==> src/rtl/key_debounce_multi.sv <==
// -----------------------------------------------------------------------------
// key_debounce_multi
//
// N-channel key front end. Each channel synchronises its raw pin, normalises
// polarity (1 = pressed), debounces, and produces press/release pulses plus
// long-press and auto-repeat pulses while the key stays held. All channels
// are independent copies of the same logic.
//
// Ports:
//   clk          system clock
//   rst          synchronous, active-high reset
//   key_in       raw asynchronous key pins (IDLE_LEVEL when released)
//   key_state    debounced level, 1 = pressed
//   key_press    1-cycle pulse when a press is accepted
//   key_release  1-cycle pulse when a release is accepted
//   key_long     1-cycle pulse when held LONG_CYCLES after the press
//   key_repeat   1-cycle pulse every REPEAT_CYCLES after key_long
//
// Timing: pin edge to key_state change is 2 + DEBOUNCE_CYCLES cycles; the
// press/release pulses appear in the same cycle key_state changes. All pulse
// outputs are registered.
//
// Per-channel hold FSM state lives in g_ch[i].hs_q (IDLE, HELD, REPEAT) and
// its timer in g_ch[i].ht_q, for hierarchical observation.
// -----------------------------------------------------------------------------
module key_debounce_multi #(
    parameter int                  NUM_KEYS        = 4,
    parameter logic [NUM_KEYS-1:0] IDLE_LEVEL      = {NUM_KEYS{1'b1}},
    parameter int                  DEBOUNCE_CYCLES = 1000000,
    parameter int                  LONG_CYCLES     = 50000000,
    parameter int                  REPEAT_CYCLES   = 10000000,
    parameter bit                  REPEAT_EN       = 1'b1
) (
    input  logic                clk,
    input  logic                rst,
    input  logic [NUM_KEYS-1:0] key_in,
    output logic [NUM_KEYS-1:0] key_state,
    output logic [NUM_KEYS-1:0] key_press,
    output logic [NUM_KEYS-1:0] key_release,
    output logic [NUM_KEYS-1:0] key_long,
    output logic [NUM_KEYS-1:0] key_repeat
);

    localparam int HOLD_MAX = (LONG_CYCLES > REPEAT_CYCLES) ? LONG_CYCLES : REPEAT_CYCLES;
    localparam int DW       = $clog2(DEBOUNCE_CYCLES);
    localparam int HW       = $clog2(HOLD_MAX) + 1;

    localparam logic [DW-1:0] DB_LAST   = DW'(DEBOUNCE_CYCLES - 1);
    localparam logic [HW-1:0] LONG_LAST = HW'(LONG_CYCLES - 1);
    localparam logic [HW-1:0] REP_LAST  = HW'(REPEAT_CYCLES - 1);

    typedef enum logic [1:0] {
        ST_IDLE   = 2'd0,
        ST_HELD   = 2'd1,
        ST_REPEAT = 2'd2
    } hold_state_e;

    // Two-flop synchroniser. Both stages reset to the released pin level so a
    // reset never looks like a press.
    logic [NUM_KEYS-1:0] sync1_q;
    logic [NUM_KEYS-1:0] sync2_q;
    logic [NUM_KEYS-1:0] pressed;

    always_ff @(posedge clk) begin
        if (rst) begin
            sync1_q <= IDLE_LEVEL;
            sync2_q <= IDLE_LEVEL;
        end else begin
            sync1_q <= key_in;
            sync2_q <= sync1_q;
        end
    end

    assign pressed = sync2_q ^ IDLE_LEVEL;

    for (genvar i = 0; i < NUM_KEYS; i++) begin : g_ch
        logic [DW-1:0] cnt_q;
        logic [DW-1:0] cnt_d;
        logic          state_q;
        logic          state_d;
        logic          accept;
        logic          press_q;
        logic          press_d;
        logic          release_q;
        logic          release_d;
        logic          long_q;
        logic          long_d;
        logic          repeat_q;
        logic          repeat_d;
        hold_state_e   hs_q;
        hold_state_e   hs_d;
        logic [HW-1:0] ht_q;
        logic [HW-1:0] ht_d;

        // Debounce: count consecutive cycles the synchronised level disagrees
        // with the accepted level; any agreeing cycle restarts the count.
        always_comb begin
            cnt_d   = '0;
            state_d = state_q;
            accept  = 1'b0;
            if (pressed[i] != state_q) begin
                if (cnt_q == DB_LAST) begin
                    accept  = 1'b1;
                    state_d = pressed[i];
                end else begin
                    cnt_d = cnt_q + 1'b1;
                end
            end
            press_d   = accept & state_d;
            release_d = accept & ~state_d;
        end

        // Hold FSM. In HELD/REPEAT the accepted level is "pressed", so any
        // accept there is a release; it is checked first so a release on the
        // terminal-count cycle suppresses the long/repeat pulse.
        always_comb begin
            hs_d     = hs_q;
            ht_d     = ht_q;
            long_d   = 1'b0;
            repeat_d = 1'b0;
            case (hs_q)
                ST_IDLE: begin
                    ht_d = '0;
                    if (press_d) begin
                        hs_d = ST_HELD;
                    end
                end
                ST_HELD: begin
                    if (accept) begin
                        hs_d = ST_IDLE;
                        ht_d = '0;
                    end else if (ht_q == LONG_LAST) begin
                        long_d = 1'b1;
                        ht_d   = '0;
                        hs_d   = ST_REPEAT;
                    end else begin
                        ht_d = ht_q + 1'b1;
                    end
                end
                ST_REPEAT: begin
                    if (accept) begin
                        hs_d = ST_IDLE;
                        ht_d = '0;
                    end else if (ht_q == REP_LAST) begin
                        repeat_d = REPEAT_EN;
                        ht_d     = '0;
                    end else begin
                        ht_d = ht_q + 1'b1;
                    end
                end
                default: begin
                    hs_d = ST_IDLE;
                    ht_d = '0;
                end
            endcase
        end

        always_ff @(posedge clk) begin
            if (rst) begin
                cnt_q     <= '0;
                state_q   <= 1'b0;
                press_q   <= 1'b0;
                release_q <= 1'b0;
                long_q    <= 1'b0;
                repeat_q  <= 1'b0;
                hs_q      <= ST_IDLE;
                ht_q      <= '0;
            end else begin
                cnt_q     <= cnt_d;
                state_q   <= state_d;
                press_q   <= press_d;
                release_q <= release_d;
                long_q    <= long_d;
                repeat_q  <= repeat_d;
                hs_q      <= hs_d;
                ht_q      <= ht_d;
            end
        end

        assign key_state[i]   = state_q;
        assign key_press[i]   = press_q;
        assign key_release[i] = release_q;
        assign key_long[i]    = long_q;
        assign key_repeat[i]  = repeat_q;
    end

endmodule

==> config.mk <==
export PLATFORM = sky130hd
export DESIGN_NAME = key_debounce_multi
export DESIGN_NICKNAME = d
export VERILOG_FILES = /design/src/rtl/key_debounce_multi.sv
export SDC_FILE = /design/constraint.sdc
export NUM_CORES = 1
export LEC_CHECK = 0
export CAP_MARGIN = 20
export CORE_MARGIN = 1
export CORE_UTILIZATION = 34
export CTS_CLUSTER_DIAMETER = 60
export DETAILED_ROUTE_END_ITERATION = 12
export PLACE_DENSITY = 0.49
export RECOVER_POWER = 25
export SLEW_MARGIN = 0
export SYNTH_ARGS = -nofsm -noshare
export SYNTH_HDL_FRONTEND = slang
export SYNTH_SLANG_ARGS = --single-unit
==> constraint.sdc <==
create_clock -name clk -period 7 [get_ports clk]
set_input_delay 1.75 -clock clk [delete_from_list [all_inputs] [get_ports clk]]
set_output_delay 1.75 -clock clk [all_outputs]
set_load 0.005 [all_outputs]
==> metrics.md <==
| Metric | Value |
|---|---|
| Min Tclk post-route | 3480 ps |
| DIE HEIGHT | 177 um |
| Unrepaired setup endpoints after global routing | false |
| Fmax | 0.287 GHz |
| Static Leak | 3.78 nW |
| Failing checks | capacitance limit |
| Clock-pin slew on the worst setup and hold paths | 60 ps |
| Syn_area_per_cell | 8.73 um2 |
| Total grt overflow | 0 |
| CTS root buffer | clkbuf_16 |
| First-pass GRT wire length | 35700 um |
| Power per standard cell area | 236 nW/um2 |
| CTS Buffer Depth | 3 |
| Iter 0 DRT Violations | 430 |
| Dominant synthesized flop cell | dfxtp_1 |
| Row count | 63 |
| Worst setup EP type | flop |
| Critical path's slowest cell | clkbuf_1 |
| Maxcap violations | 1 |
| Max transition margin | 0.0997% |
| Hpwl dp | 13800 um |
| Peak VDD IR | 159 uV |
| CP required | 7420 ps |
| Vias in the first global route | 7443 |
| Clock share of power | 52.8% |
| Synth Instances | 1193 |
| CTS tree | done |
| Port Buffers | 25 |
| TritonCTS Buffers | 28 |
| Post-Syn Nets | 1220 |
| Clock Latency Late Sink | 530 ps |
| Crit path max fanout | 37 |
| Initial antenna violation count | 0 |
| Fin. max-slew vios | 0 |
| Yosys reg bits | 224 |
| # clock sinks | 224 |
| Detail Route Antenna Nets | 0 |
| CTS-repair resized insts | 0 |
| Share of cells above drive strength 1 | 5.81% |
| IO Pins | 26 |
| Sequential share of power | 45.8% |
| Final wirelength | 20300 um |
| Setup Fix Bufs, Post-CTS | 0 |
| CP Data Arrival Time | 3910 ps |
| Synth Cell Area | 10400 um2 |
| Final Wtd Congestion | 0.775 |
| Setup CP Type | in -> reg |
| Status | finished, violations left |
| Crit-path cells | clkbuf_1, inv_1, o31a_1, o211ai_1, buf_8, nor2_1 |
| Die width | 177 um |
| Die ar. | 31300 um2 |
| Critical Path Max Stage Delay | 1050 ps |
| Largest net degree at the start of global routing | 38 |
| DR DRC count | 0 |
| Worst-margin pin slew | 1500 ps |
| Combinational power share | 1.4% |
| Vias | 7836 |
| Int Power | 2.25 mW |
| Post-layout util | 39.7% |
| Hold Buf Count CTS | 0 |
| Switch share | 19.7% |
| Psw | 0.552 mW |
| Post-synth cell types | 64 |
| Final period utilization | 49.8% |
| Area grow syn2layout | 13.8% |
| Clk_skew | 19.1 ps |
| Worst Hold Class | reg -> reg |
| Async SR Flop Fraction | 0% |
| Sequential share of the synthesized area | 43.0% |
| GRT Total Usage | 13.4% |
| Hold Vio Cnt, Final | 0 |
| Startpoint Class | input port |
| Core area | 29900 um2 |
| EDFF count, synth | 0 |
| Final #Nets | 1230 |
| WL/cell | 12.6 um |
| Diode count | 0 |
| TritonRoute pass-1 iters | 4 |
| H-tree levels | 1 |
| Setup TNS | 0 ps |
| Synth warn | 0 |
| Final setup vio count | 0 |
| Initial Util | 34.9% |
| Via density | 4.86 |
worst max-delay path, delay by kind of cell:
kind,cells,cell delay [ps]
AOI/OAI and AO/OA,2,630
and+or+nand+nor,1,60
buffers and inverters,3,1430
flip-flops by register name (all words and copies together) (netlist names):
signal,count
g_ch.press_q,4
g_ch.ht_q,108
sync1_q,4
g_ch.cnt_q,80
g_ch.release_q,4
sync2_q,4
g_ch.long_q,4
g_ch.repeat_q,4
g_ch.hs_q,8
g_ch.state_q,4
metal layers:
layer | vias up | global-route usage (%) | routed length [um]
met5 | - | 0 | 0
met4 | 0 | 3.95 | 379
met3 | 29 | 2.19 | 618
met2 | 66 | 21.0 | 8790
met1 | 3609 | 18.8 | 10500
li1 | 4132 | - | -
cells in the final DEF, fill, tap and decap left out, types with 5 or more instances in the layout:
master           synthesis  final
nor2_1                 243    243
dfxtp_1                224    224
xor2_1                 104    104
nand3_1                 81     81
nand2_1                 76     76
xnor2_1                 71     71
nand4_1                 55     55
and3_1                  33     33
inv_1                   31     31
clkbuf_16                0     29
nor4_1                  27     28
and4_1                  27     27
nor3_1                  27     27
clkdlybuf4s50_1          0     24
ha_1                    21     21
or2_2                   10     10
clkbuf_8                 0      9
or4_1                    8      8
and2_1                   7      7
nand4b_1                 7      7
a21oi_1                  7      7
nor4b_1                  6      6
a211oi_1                 6      6
a31oi_1                  5      5
nor4bb_1                 5      5
nor3b_1                  5      5
clkbuf_1                18      5
cells in the mapped netlist, drive strengths merged, types with 2 or more instances:
cell      n  area share, %
nor4b     6           0.50
and2      7           0.42
o211ai    5           0.72
and4     27            2.3
dfxtp   224             43
nand3    81            3.9
nand4    55            3.3
or4bb     2           0.22
nor3b     5           0.36
a211oi    6           0.43
nor2    243            8.8
or2      10           0.60
ha       21            2.5
nand2    76            2.7
o31a      3           0.25
and3b     3           0.25
o21a      2           0.14
xor2    104            8.7
a21oi     7           0.34
or3       3           0.18
nor4bb    5           0.48
or4       8           0.58
inv      31            1.1
clkbuf   19           0.70
a21boi    2           0.14
nor3     27            1.3
or4b      5           0.48
nand4b    7           0.59
a41oi     3           0.25
or3b      4           0.34
nor4     30            2.0
and3     33            2.0
a31oi     5           0.30
buf      33            2.4
xnor2    71            6.0
power by group through the flow:
stage / Sequential, mW / Combinational, mW / Clock [mW]
2_1_floorplan: 1.31 / 0.0313 / 0
3_3_place_gp: 1.31 / 0.0395 / 0
3_5_place_dp: 1.31 / 0.0396 / 0
4_1_cts: 1.28 / 0.0397 / 1.54
5_1_grt: 1.28 / 0.0432 / 1.59
6_report: 1.28 / 0.0379 / 1.48
per-stage QoR:
stage / hold slack, ps / power (mW) / worst slack, ps / area, um2 / std cells
after global routing: 421 / 2.92 / 3200 / 11900 / 1612
after floorplan: 389 / 1.34 / 4190 / 10400 / 1193
after CTS: 406 / 2.86 / 3620 / 11900 / 1610
after global placement: 392 / 1.35 / 3710 / 10900 / 1559
final: 399 / 2.80 / 3520 / 11900 / 1612
after detailed placement: 393 / 1.35 / 3720 / 10900 / 1561
worst paths after layout:
check                                   from                           to  slack (ps)  cells after the start
setup reg to reg  g_ch[1].ht_q[0]$_SDFF_PP0_  g_ch[1].ht_q[19]$_SDFF_PP0_        4120                      6
hold reg to reg        sync1_q[0]$_SDFF_PP1_        sync2_q[0]$_SDFF_PP1_         400                      1
setup / recovery                         rst  g_ch[3].ht_q[26]$_SDFF_PP0_        3520                      6
hold / removal         sync1_q[0]$_SDFF_PP1_        sync2_q[0]$_SDFF_PP1_         400                      1
logic make-up after synthesis:
group,count (synthesis),share of synthesized area [%]
XOR/XNOR,175,14.7
buffers and inverters,83,4.23
adder cells (fa/ha/maj),21,2.52
multiplexers,2,0.240
flip-flops,224,43.0
AO/OA/AOI/OAI,47,3.71
AND/OR/NAND/NOR,641,31.5
layout make-up:
type,count,area (um2)
timing repair buffer,32,307
fill,3025,18000
multi-input combinational,886,5480
tap,390,488
clock buffer,42,865
inverter,31,116
clock inverter,7,114
sequential,224,4480
No activity file was read; power rests on OpenSTA's default activity.
